[src/rtl/wash_phase_timer.sv]
// wash_phase_timer: level debounce, wash/spin phase timers and fill watchdog feeding the washer controller
module wash_phase_timer #(
  parameter int CLKS_PER_TICK = 1000,
  parameter int CYCLE_TICKS = 600,
  parameter int SPIN_TICKS = 300,
  parameter int FULL_LEVEL = 200,
  parameter int EMPTY_LEVEL = 10,
  parameter int DEBOUNCE = 4,
  parameter int FILL_MAX_CLKS = 600000
) (
  input  logic        Clock,
  input  logic        Reset,
  input  logic [7:0]  Water_Level,
  input  logic        Motor_on,
  input  logic        Fill_valve_on,
  input  logic        Drained_valve_on,
  input  logic        Door_Lock,
  output logic        Filled,
  output logic        Drained,
  output logic        Cycle_Timeout,
  output logic        Spin_Timeout,
  output logic [15:0] Time_Left,
  output logic        Fault
);
  localparam int PW = $clog2(CLKS_PER_TICK + 1);
  localparam int DW = $clog2(DEBOUNCE + 1);
  localparam int WW = $clog2(FILL_MAX_CLKS + 1);
  typedef enum logic [2:0] {IDLE, WASH, WASH_DONE, DRAIN_WAIT, SPIN, SPIN_DONE} state_t;
  state_t state, nxt;
  logic [PW-1:0] pre;
  logic [DW-1:0] fc, ec;
  logic [WW-1:0] wd;
  logic [15:0] tl_nxt;
  logic raw_full, raw_empty, run, tick, fill_run;
  assign raw_full = int'(Water_Level) >= FULL_LEVEL;
  assign raw_empty = int'(Water_Level) <= EMPTY_LEVEL;
  assign run = state == WASH || state == SPIN;
  assign tick = run && pre == PW'(CLKS_PER_TICK - 1);
  assign fill_run = Fill_valve_on && !Filled;
  assign Cycle_Timeout = state == WASH_DONE;
  assign Spin_Timeout = state == SPIN_DONE;
  always_comb begin
    nxt = state;
    tl_nxt = 16'd0;
    if (state != IDLE && !Door_Lock) nxt = IDLE;
    else case (state)
      IDLE:       nxt = Motor_on ? WASH : IDLE;
      WASH:       nxt = !Motor_on ? IDLE : (tick && Time_Left == 16'd1) ? WASH_DONE : WASH;
      WASH_DONE:  nxt = Motor_on ? WASH_DONE : DRAIN_WAIT;
      DRAIN_WAIT: nxt = (Drained_valve_on && Drained) ? SPIN : DRAIN_WAIT;
      SPIN:       nxt = !Drained_valve_on ? IDLE : (tick && Time_Left == 16'd1) ? SPIN_DONE : SPIN;
      SPIN_DONE:  nxt = Drained_valve_on ? SPIN_DONE : IDLE;
      default:    nxt = IDLE;
    endcase
    // load on phase entry, count down while staying in a timed phase, zero elsewhere
    tl_nxt = (state == IDLE && nxt == WASH) ? 16'(CYCLE_TICKS) :
             (state == DRAIN_WAIT && nxt == SPIN) ? 16'(SPIN_TICKS) :
             (run && nxt == state) ? Time_Left - {15'd0, tick && Time_Left != 16'd0} : 16'd0;
  end
  always_ff @(posedge Clock) begin
    if (Reset) begin
      state <= IDLE;
      Time_Left <= 16'd0;
      pre <= '0;
    end else begin
      state <= nxt;
      Time_Left <= tl_nxt;
      pre <= (run && nxt == state) ? (tick ? '0 : pre + 1'b1) : '0;
    end
  end
  always_ff @(posedge Clock) begin
    if (Reset) begin
      Filled <= 1'b0;
      Drained <= 1'b1;
      fc <= '0;
      ec <= '0;
      wd <= '0;
      Fault <= 1'b0;
    end else begin
      fc <= (raw_full != Filled && fc != DW'(DEBOUNCE - 1)) ? fc + 1'b1 : '0;
      ec <= (raw_empty != Drained && ec != DW'(DEBOUNCE - 1)) ? ec + 1'b1 : '0;
      if (raw_full != Filled && fc == DW'(DEBOUNCE - 1)) Filled <= raw_full;
      if (raw_empty != Drained && ec == DW'(DEBOUNCE - 1)) Drained <= raw_empty;
      wd <= !fill_run ? '0 : (wd == WW'(FILL_MAX_CLKS)) ? wd : wd + 1'b1;
      Fault <= Fault || (fill_run && wd == WW'(FILL_MAX_CLKS - 1));
    end
  end
endmodule

[config.mk]
export PLATFORM = sky130hd
export DESIGN_NAME = wash_phase_timer
export DESIGN_NICKNAME = d
export VERILOG_FILES = /design/src/rtl/wash_phase_timer.sv
export SDC_FILE = /design/constraint.sdc
export NUM_CORES = 1
export LEC_CHECK = 0
export BUFFER_PORTS_ARGS = -buffer_cell sky130_fd_sc_hd__buf_2
export CAP_MARGIN = 20
export CORE_MARGIN = 2
export CORE_UTILIZATION = 52
export CTS_CLUSTER_DIAMETER = 30
export DETAILED_ROUTE_END_ITERATION = 8
export PLACE_DENSITY = 0.73
export SETUP_SLACK_MARGIN = 0.02
export SLEW_MARGIN = 20
export SYNTH_ARGS = -nofsm -noshare
export SYNTH_HDL_FRONTEND = slang
export SYNTH_SLANG_ARGS = --single-unit
[constraint.sdc]
create_clock -name Clock -period 3 [get_ports Clock]
set_clock_uncertainty 0.05 [all_clocks]
set_input_delay 0.45 -clock Clock [delete_from_list [all_inputs] [get_ports Clock]]
set_output_delay 0.45 -clock Clock [all_outputs]
set_load 0.05 [all_outputs]
# ---- Yosys cells after proc, flatten, opt, wreduce, memory -nomap -nowiden
# Cells that the tools add are included.
dict set report word_totals {
  mem_bits_ro 0
  word_cells 80
  out_inout_bits 21
  mem_count 0
  in_bits 14
  mem_bits_rw 0
  latchBits 0
  ff_bits 58
}
dict set report classes {
  n_mux 13
  magnitude_cmp 2
  shift 0
  add_sub_neg 5
  reduce_logical 27
  n_div 0
  n_mul 0
  n_bitwise 4
  n_eq_ne 18
}
# operator n
set ops {}
lappend ops {{$eq 20x20->1 const B} 2}
lappend ops {{$mux 10} 3}
lappend ops {{$add 20x1->20 const B} 1}
lappend ops {{$pmux 3 s6} 1}
lappend ops {{$eq 16x1->1 const B} 1}
lappend ops {{$reduce_bool 16->1} 1}
lappend ops {{$sub 16x1->16} 1}
lappend ops {{$logic_and 1x1->1} 14}
lappend ops {{$eq 3x2->1 const B} 4}
lappend ops {{$mux 3} 4}
lappend ops {{$add 10x1->10 const B} 1}
lappend ops {{$eq 10x10->1 const B} 1}
lappend ops {{$eq 3x3->1 const B} 3}
lappend ops {{$ge 8x8->1 const B} 1}
lappend ops {{$le 8x4->1 const B} 1}
lappend ops {{$reduce_or 2->1} 4}
lappend ops {{$add 3x1->3 const B} 2}
lappend ops {{$eq 3x1->1 const B} 2}
lappend ops {{$ne 3x2->1 const B} 2}
lappend ops {{$mux 2} 2}
lappend ops {{$not 1->1} 4}
lappend ops {{$reduce_or 4->1} 1}
lappend ops {{$eq 3x3->1} 1}
lappend ops {{$logic_not 3->1} 1}
lappend ops {{6 further kinds} 11}

# ---- Logic depth before layout (Yosys ltp)
# Gate-level depths: netlist of run 1.
dict set report depth {
  word_depth 13
  depth_mapped 11
}

# ---- Worst setup path before layout of run 1
# OpenSTA, ideal clock, no wires.
dict set report synth_path {
  path_type {reg-to-reg}
  from {register pre[3]}
  to {register Time_Left[13]}
  period_less_slack_ns 2.946
  arrival_ns 2.781
  slack_ns 0.054
  required_time_ns 2.835
  path_stages_with_launch 10
  cell_sequence {dfxtp_1 -> or4b_4 -> nor4_4 -> o21a_1 -> ha_1 -> or4b_2 -> nor2_1 -> nor4bb_1 -> xnor2_1 -> nor2_2}
}
dict set report synth_via {
  elab_chain_len 11
}
# element line
set synth_lines {}
lappend synth_lines {{start, declared} 30} ;# logic [PW-1:0] pre;
lappend synth_lines {{start signal, assigned} 68} ;# pre <= (run && nxt == state) ? (tick ? '0 : pre + 1'b1) : '0;
lappend synth_lines {{$eq 10x10->1 (*)} 38} ;# assign tick = run && pre == PW'(CLKS_PER_TICK - 1);
lappend synth_lines {{$logic_and 1x1->1 (*)} 38}
lappend synth_lines {{$logic_and 1x1->1} {48, 51}}
lappend synth_lines {{$mux 1 / $mux 2 (equally long branches)} {51, 48}}
lappend synth_lines {{$mux 3 / $mux 2 (equally long branches)} {51, 48}}
lappend synth_lines {{$pmux 3 s6} 46} ;# else case (state)
lappend synth_lines {{$mux 3} 45} ;# if (state != IDLE && !Door_Lock) nxt = IDLE;
lappend synth_lines {{$eq 3x3->1} 58} ;# (run && nxt == state) ? Time_Left - {15'd0, tick && Time_Left != 16'd0} : 16'd0;
lappend synth_lines {{$logic_and 1x1->1} 58}
lappend synth_lines {{$not 1->1 (no line)} --}
lappend synth_lines {{$reduce_or 4->1 (no line)} --}
lappend synth_lines {{end signal, assigned} 67} ;# Time_Left <= tl_nxt;
lappend synth_lines {{end, declared} 22} ;# output logic [15:0] Time_Left,
# Mark *: on every way between the ends. The rest lies on a longest branch, timed or not.
# A chain may end at the register's enable or synchronous reset.

# ---- Worst setup path after layout of run 1
# Ends and elaborated chain as after synthesis.

==> flow_summary.ini, run 1 <==
[yosys]
netlist.top_cell.by_area = dfxtp_1
syn-num-nets = 337
yosys.area.top_type_share_pct = 41.4
ys_async_sr_fraction_pct = 0
synthSimpleGateAreaFrac_pct = 30.6
syn_area_um2 = 2810
synth.ff_latch_count = 58
synth_compound_area_share_pct = 7.09
yosys_most_used_dff = dfxtp_1
syn_inst = 314
syn_avg_cell_area_um2 = 8.93
synth-edff-count = 0
synth_top_family_by_area = simple AND/OR/NAND/NOR gates
synthAdderAreaFrac_pct = 4.01
yosys_warnings = 0
muxShareOfSynthArea_pct = 1.12
ys_seq_area_share_pct = 41.4
synth.distinct_cells = 47
synth_area_leaders = dfxtp_1, xnor2_1, nor2_1
synth-xor-area-share_pct = 12.5

[global_routing]
first_global_vias = 2152
grt_max_degree = 20
antenna_found_initial = 0
grt_pass1_wl_mm = 9.55
grt_overflow = 0
gr-usage-all-layers_pct = 20.0

[power]
powerDensity_nw_per_um2 = 489
vdd_drop_max_v = 0.000299
p_leak_nw = 1.24
totalPowerFinal_mw = 1.61

[drt]
routed-via-count = 2307
drc = 0
ant_nets = 0
vias_per_cell = 5.32
drt_iter0_drc = 123
wl_per_cell_um = 12.7
drt_wl_total_mm = 5.52
dr.pass1.iters = 4

[place]
portBuffers = 34
dp_hpwl_mm = 3.85
post-place-ws_ns = 0.0792
dp.cells = 419
gp_congestion = 0.818

[cells_and_area]
instances_no_fill = 434
syn2layout_area_growth_pct = 17.5
layout-drive-gt1-share_pct = 23.9
nets = 383
utilization_pct = 63.7
antenna_cells = 0

[clock_network]
clockBufferDepth = 2
cts-root-buf = clkbuf_8
cts_setup_buffers = 0
clk_pin_slew_ns = 0.07
clk_latency_ns = 0.33
htree_levels = 3
clock-sinks = 58
cts_buffers = 9
cts_tree = built

[timing]
rsz0062_at_grt = false
hold_viol_final = 0
worst_pin_slew_ns = 0.921
final-setup-viol-count = 0
slew_viol_final = 0
layout_min_cycle_time_ns = 2.80
fin_ws_ns = 0.204
slew_headroom_pct = 38.4
period_share_pct = 93.2
tns_ns = 0
fmax_mhz = 358

[die]
die_y_um = 77.4
io_pins = 35
rows = 26
dieArea_um2 = 6000
dieWidth_um = 77.4
core_region_area_um2 = 5170
start_util_pct = 54.2

[worst_hold_path]
hp-class = flop to flop

[setup_path]
start_kind = flop
worst_path_max_delay_cell = or4b_4
path_delay_family = simple AND/OR/NAND/NOR gates
crit_type = flop to flop
cp_data_required_time_ns = 3.14
path_max_fanout = 3
endpoint_kind = flop
slowest_delay_ns = 0.54
crit_chain = or4b_4 > nor4_4 > o21a_1 > ha_2 > or4b_4 > nor2_2 > nor4bb_2 > xnor2_1 > nor2_2
crit_arrival_ns = 2.94
worst-path-buf-inv = 0

[job]
maxCapViolations = 0

[status]
status = finished clean
==> metal layers <==
| metal | share of wire, % | track usage, % | routed length (um) | vias up |
|---|---|---|---|---|
| met3 | 5.1 | 5.12 | 281 | 7 |
| met2 | 44 | 30.3 | 2440 | 53 |
| met5 | 0 | 0 | 0 | - |
| li1 | - | - | - | 1184 |
| met1 | 49 | 26.4 | 2700 | 1063 |
| met4 | 1.7 | 10.0 | 95 | 0 |
==> sequential cells by signal, summed over array words and instances, names as in the netlist <==
| register | cells |
|---|---|
| wd | 20 |
| Time_Left | 16 |
| pre | 10 |
| ec | 3 |
| fc | 3 |
| state | 3 |
| Drained | 1 |
| Fault | 1 |
| Filled | 1 |
==> placed cells by master (no fill, tap or decap), types with 7 or more instances in the layout <==
cell type,count
clkbuf_8,10
a21oi_1,9
nand3_1,12
nor3_1,9
buf_2,34
or3_1,7
dfxtp_1,58
xnor2_1,22
buf_4,7
inv_1,12
nand2_1,19
nor2_1,45
xor2_1,18
nor2_2,11
ha_1,8
and3_1,8
nand4_1,7
o21ai_0,8
==> kinds of logic after synthesis <==
group,after synthesis
xor gates and xnor gates,40
AOI/OAI and AO/OA,31
muxes,3
buffers and inverters,18
adders and majority gates,9
and+or+nand+nor,155
DFF,58
==> worst paths after layout <==
check / end / from / cells after the start / slack [ns]
worst max-delay path: Time_Left[13] / pre[3] / 9 / 0.20
worst min-delay path: fc[0] / fc[0] / 1 / 0.37
worst max register to register: Time_Left[13] / pre[3] / 9 / 0.20
worst min register to register: fc[0] / fc[0] / 1 / 0.37
==> report_power, final <==
part           leakage [nW]  switching, mW  internal (mW)  total (mW)
registers             0.469         0.0136          0.786       0.799
clock network        0.0941          0.303          0.398       0.700
logic                 0.675         0.0707         0.0414       0.112
==> synthesized netlist by cell type (all sizes together) (4+ instances only) <==
cell,instances
nor3,10
nor2,57
or3,7
o22ai,4
and3,8
ha,9
dfxtp,58
nand2,19
a21oi,9
xor2,18
nand4,7
clkbuf,4
nand3,12
o21ai,8
inv,12
nor4,5
xnor2,22
==> layout make-up <==
cell class              instances  area, um2
fillers                       443       1880
multi-input cells             238       1590
flip-flops and latches         58       1160
repair buffers                 41        223
clock buffers                  10        138
well taps                      70       87.6
clock inverters                 5       55.1
inverters                      12       45.0
==> timing repair <==
item	CTS	global route
setup endpoints to repair	0	10
hold buffers	0	0
resized for setup	0	9
==> metrics by stage <==
stage	hold slack (ns)	cell area [um2]
2_1_floorplan	0.347	2810
3_3_place_gp	0.360	3070
3_5_place_dp	0.364	3070
4_1_cts	0.374	3260
5_1_grt	0.402	3300
6_report	0.371	3300
Power figures use the tool's default switching activity.
==> run 2: changes to the inputs <==
Settings changed: CELL_PAD_IN_SITES_DETAIL_PLACEMENT set to 0, CELL_PAD_IN_SITES_GLOBAL_PLACEMENT set to 2, CORE_UTILIZATION 52 to 35, PLACE_DENSITY 0.73 to 0.75.
Clock period 3 ns to 3.15 ns, I/O delays scaled along.
==> run 2 against run 1 <==
  * Power up 7.7%
  * Flip-flop and latch count unchanged
  * Register-to-register slack better by 0.13 ns
  * Global-route usage down 5.1 points
  * Critical path type unchanged
==> flow_summary.ini, run 2 (synthesized netlist as in run 1, its figures left out) <==
[cells_and_area]
largestRegisters = wd: 20 flops, Time_Left: 16 flops, pre: 10 flops
antenna_cells = 0
final_cell_mix = dfxtp_1, nor2_1, buf_2, xnor2_1, nand2_1
layout-drive-gt1-share_pct = 23.2
multi_input_area_um2 = 1560
n_fill_cell = 766
syn2layout_area_growth_pct = 20.4
largest_register = wd
nets = 384
utilization_pct = 43.7
regArea_um2 = 1160
largest_reg_flops = 20
final_common_cell = dfxtp_1

[clock_network]
cts_tree = built
postCtsHoldBufs = 0
clk_pin_slew_ns = 0.07
clock-sinks = 58
cts_setup_buffers = 0
cts_buffers = 9
cts-root-buf = clkbuf_8
clk_latency_ns = 0.33
clockBufferDepth = 2
htree_levels = 3

[power]
switching_share_pct = 22.1
p_switching_uw = 384
power_frac_comb_pct = 6.1
clkPwrFrac_pct = 50.1
vdd_drop_max_v = 0.000228
powerDensity_nw_per_um2 = 514
p_seq_share_pct = 43.8
p_leak_nw = 1.27
cell_internal_pwr_mw = 1.35

[die]
rows = 32
dieWidth_um = 93.5
core_region_area_um2 = 7730
start_util_pct = 36.3
dieArea_um2 = 8750
die_y_um = 93.5
io_pins = 35

[timing]
rsz0062_at_grt = false
worst_pin_slew_ns = 0.956
layout_min_cycle_time_ns = 2.81
final-setup-viol-count = 0
holdWs_ns = 0.371
period_share_pct = 89.3
fmax_mhz = 356
tns_ns = 0
slew_viol_final = 0
hold_viol_final = 0
slew_headroom_pct = 36.1

[global_routing]
first_global_vias = 2189
grt_overflow = 0
antenna_found_initial = 0
grt_pass1_wl_mm = 10.3
gr-usage-all-layers_pct = 14.9
grt_max_degree = 20

[setup_path]
startpoint = pre[3]
crit_end = Time_Left[15]
r2r-end = Time_Left[15]
crit_arrival_ns = 2.96
r2r_start = pre[3]
start_kind = flop
endpoint_kind = flop
crit_type = flop to flop
rrSetupSlack_ns = 0.34
cp_data_required_time_ns = 3.30
rr_worst_depth = 10
path_max_fanout = 4

[place]
dp_hpwl_mm = 4.19
portBuffers = 34
gp_congestion = 0.776

[drt]
drt_wl_total_mm = 5.87
drt_iter0_drc = 72
ant_nets = 0
wl_per_cell_um = 12.5
drc = 0
routed-via-count = 2260
dr.pass1.iters = 4
vias_per_cell = 4.83

[job]
maxCapViolations = 0

[worst_hold_path]
hp-class = flop to flop

[status]
status = finished clean
## run 2: changes by cell type in the layout (fill, tap and decap cells not counted), sizes merged
| cell | before | now |
|---|---|---|
| bufinv | 1 | 3 |
| buf | 41 | 42 |
| clkbuf | 10 | 11 |
| clkinvlp | 2 | 0 |
## run 2: final cells by class
type | count | area share [%]
clock buffer | 11 | 4.48
clock inverter | 5 | 2.96
multi-input combinational | 238 | 46.2
sequential | 58 | 34.4
timing repair buffer | 42 | 6.82
inverter | 12 | 1.33
tap | 102 | 3.78
## run 2: repair_timing
item / in CTS / in global routing
endpoints found under the setup margin: 0 / 3
hold endpoints to repair: 0 / 0
gates resized for setup: 0 / 3
## run 2: worst min-delay path by stage
stage,start,endpoint,slack (ns),cells after the start
6_report,fc[0],fc[0],0.37,1
5_1_grt,ec[0],ec[0],0.40,1
4_1_cts,fc[0],fc[0],0.37,1
3_5_place_dp,fc[0],fc[0],0.36,1
3_3_place_gp,ec[0],ec[0],0.36,1
2_1_floorplan,fc[0],fc[0],0.35,1
## run 2: per-layer routing
metal	global-route usage, %	vias up	wire, um
met1	19.8	1041	2930
li1	-	1187	-
met2	23.0	19	2650
met3	3.06	13	154
met5	0	-	0
met4	7.35	0	137
## run 2: critical path, stage by stage, from the launching register on
cell and delay, ns:
dfxtp_1 0.34, or4b_4 0.55, nor4_4 0.16, o21a_1 0.16, ha_1 0.18, or4b_2 0.63, nor2_2 0.13, buf_4 0.13
nand4b_1 0.11, xor2_1 0.21, nor2_2 0.04
## run 2: through the flow
stage | power [mW] | setup WS, ns | area, um2 | std cells
after floorplan | 0.850 | 0.204 | 2810 | 314
after global placement | 0.882 | 0.199 | 3120 | 452
after detailed placement | 0.883 | 0.141 | 3120 | 452
after CTS | 1.76 | 0.141 | 3370 | 468
after global routing | 1.81 | 0.0894 | 3380 | 468
final | 1.74 | 0.338 | 3380 | 468
## run 2: power groups by stage
stage	Clock, mW	Sequential, mW	Combinational, mW
2_1_floorplan	0	0.792	0.0587
5_1_grt	0.927	0.763	0.118
3_3_place_gp	0	0.776	0.106
4_1_cts	0.891	0.760	0.106
3_5_place_dp	0	0.777	0.106
6_report	0.871	0.760	0.106
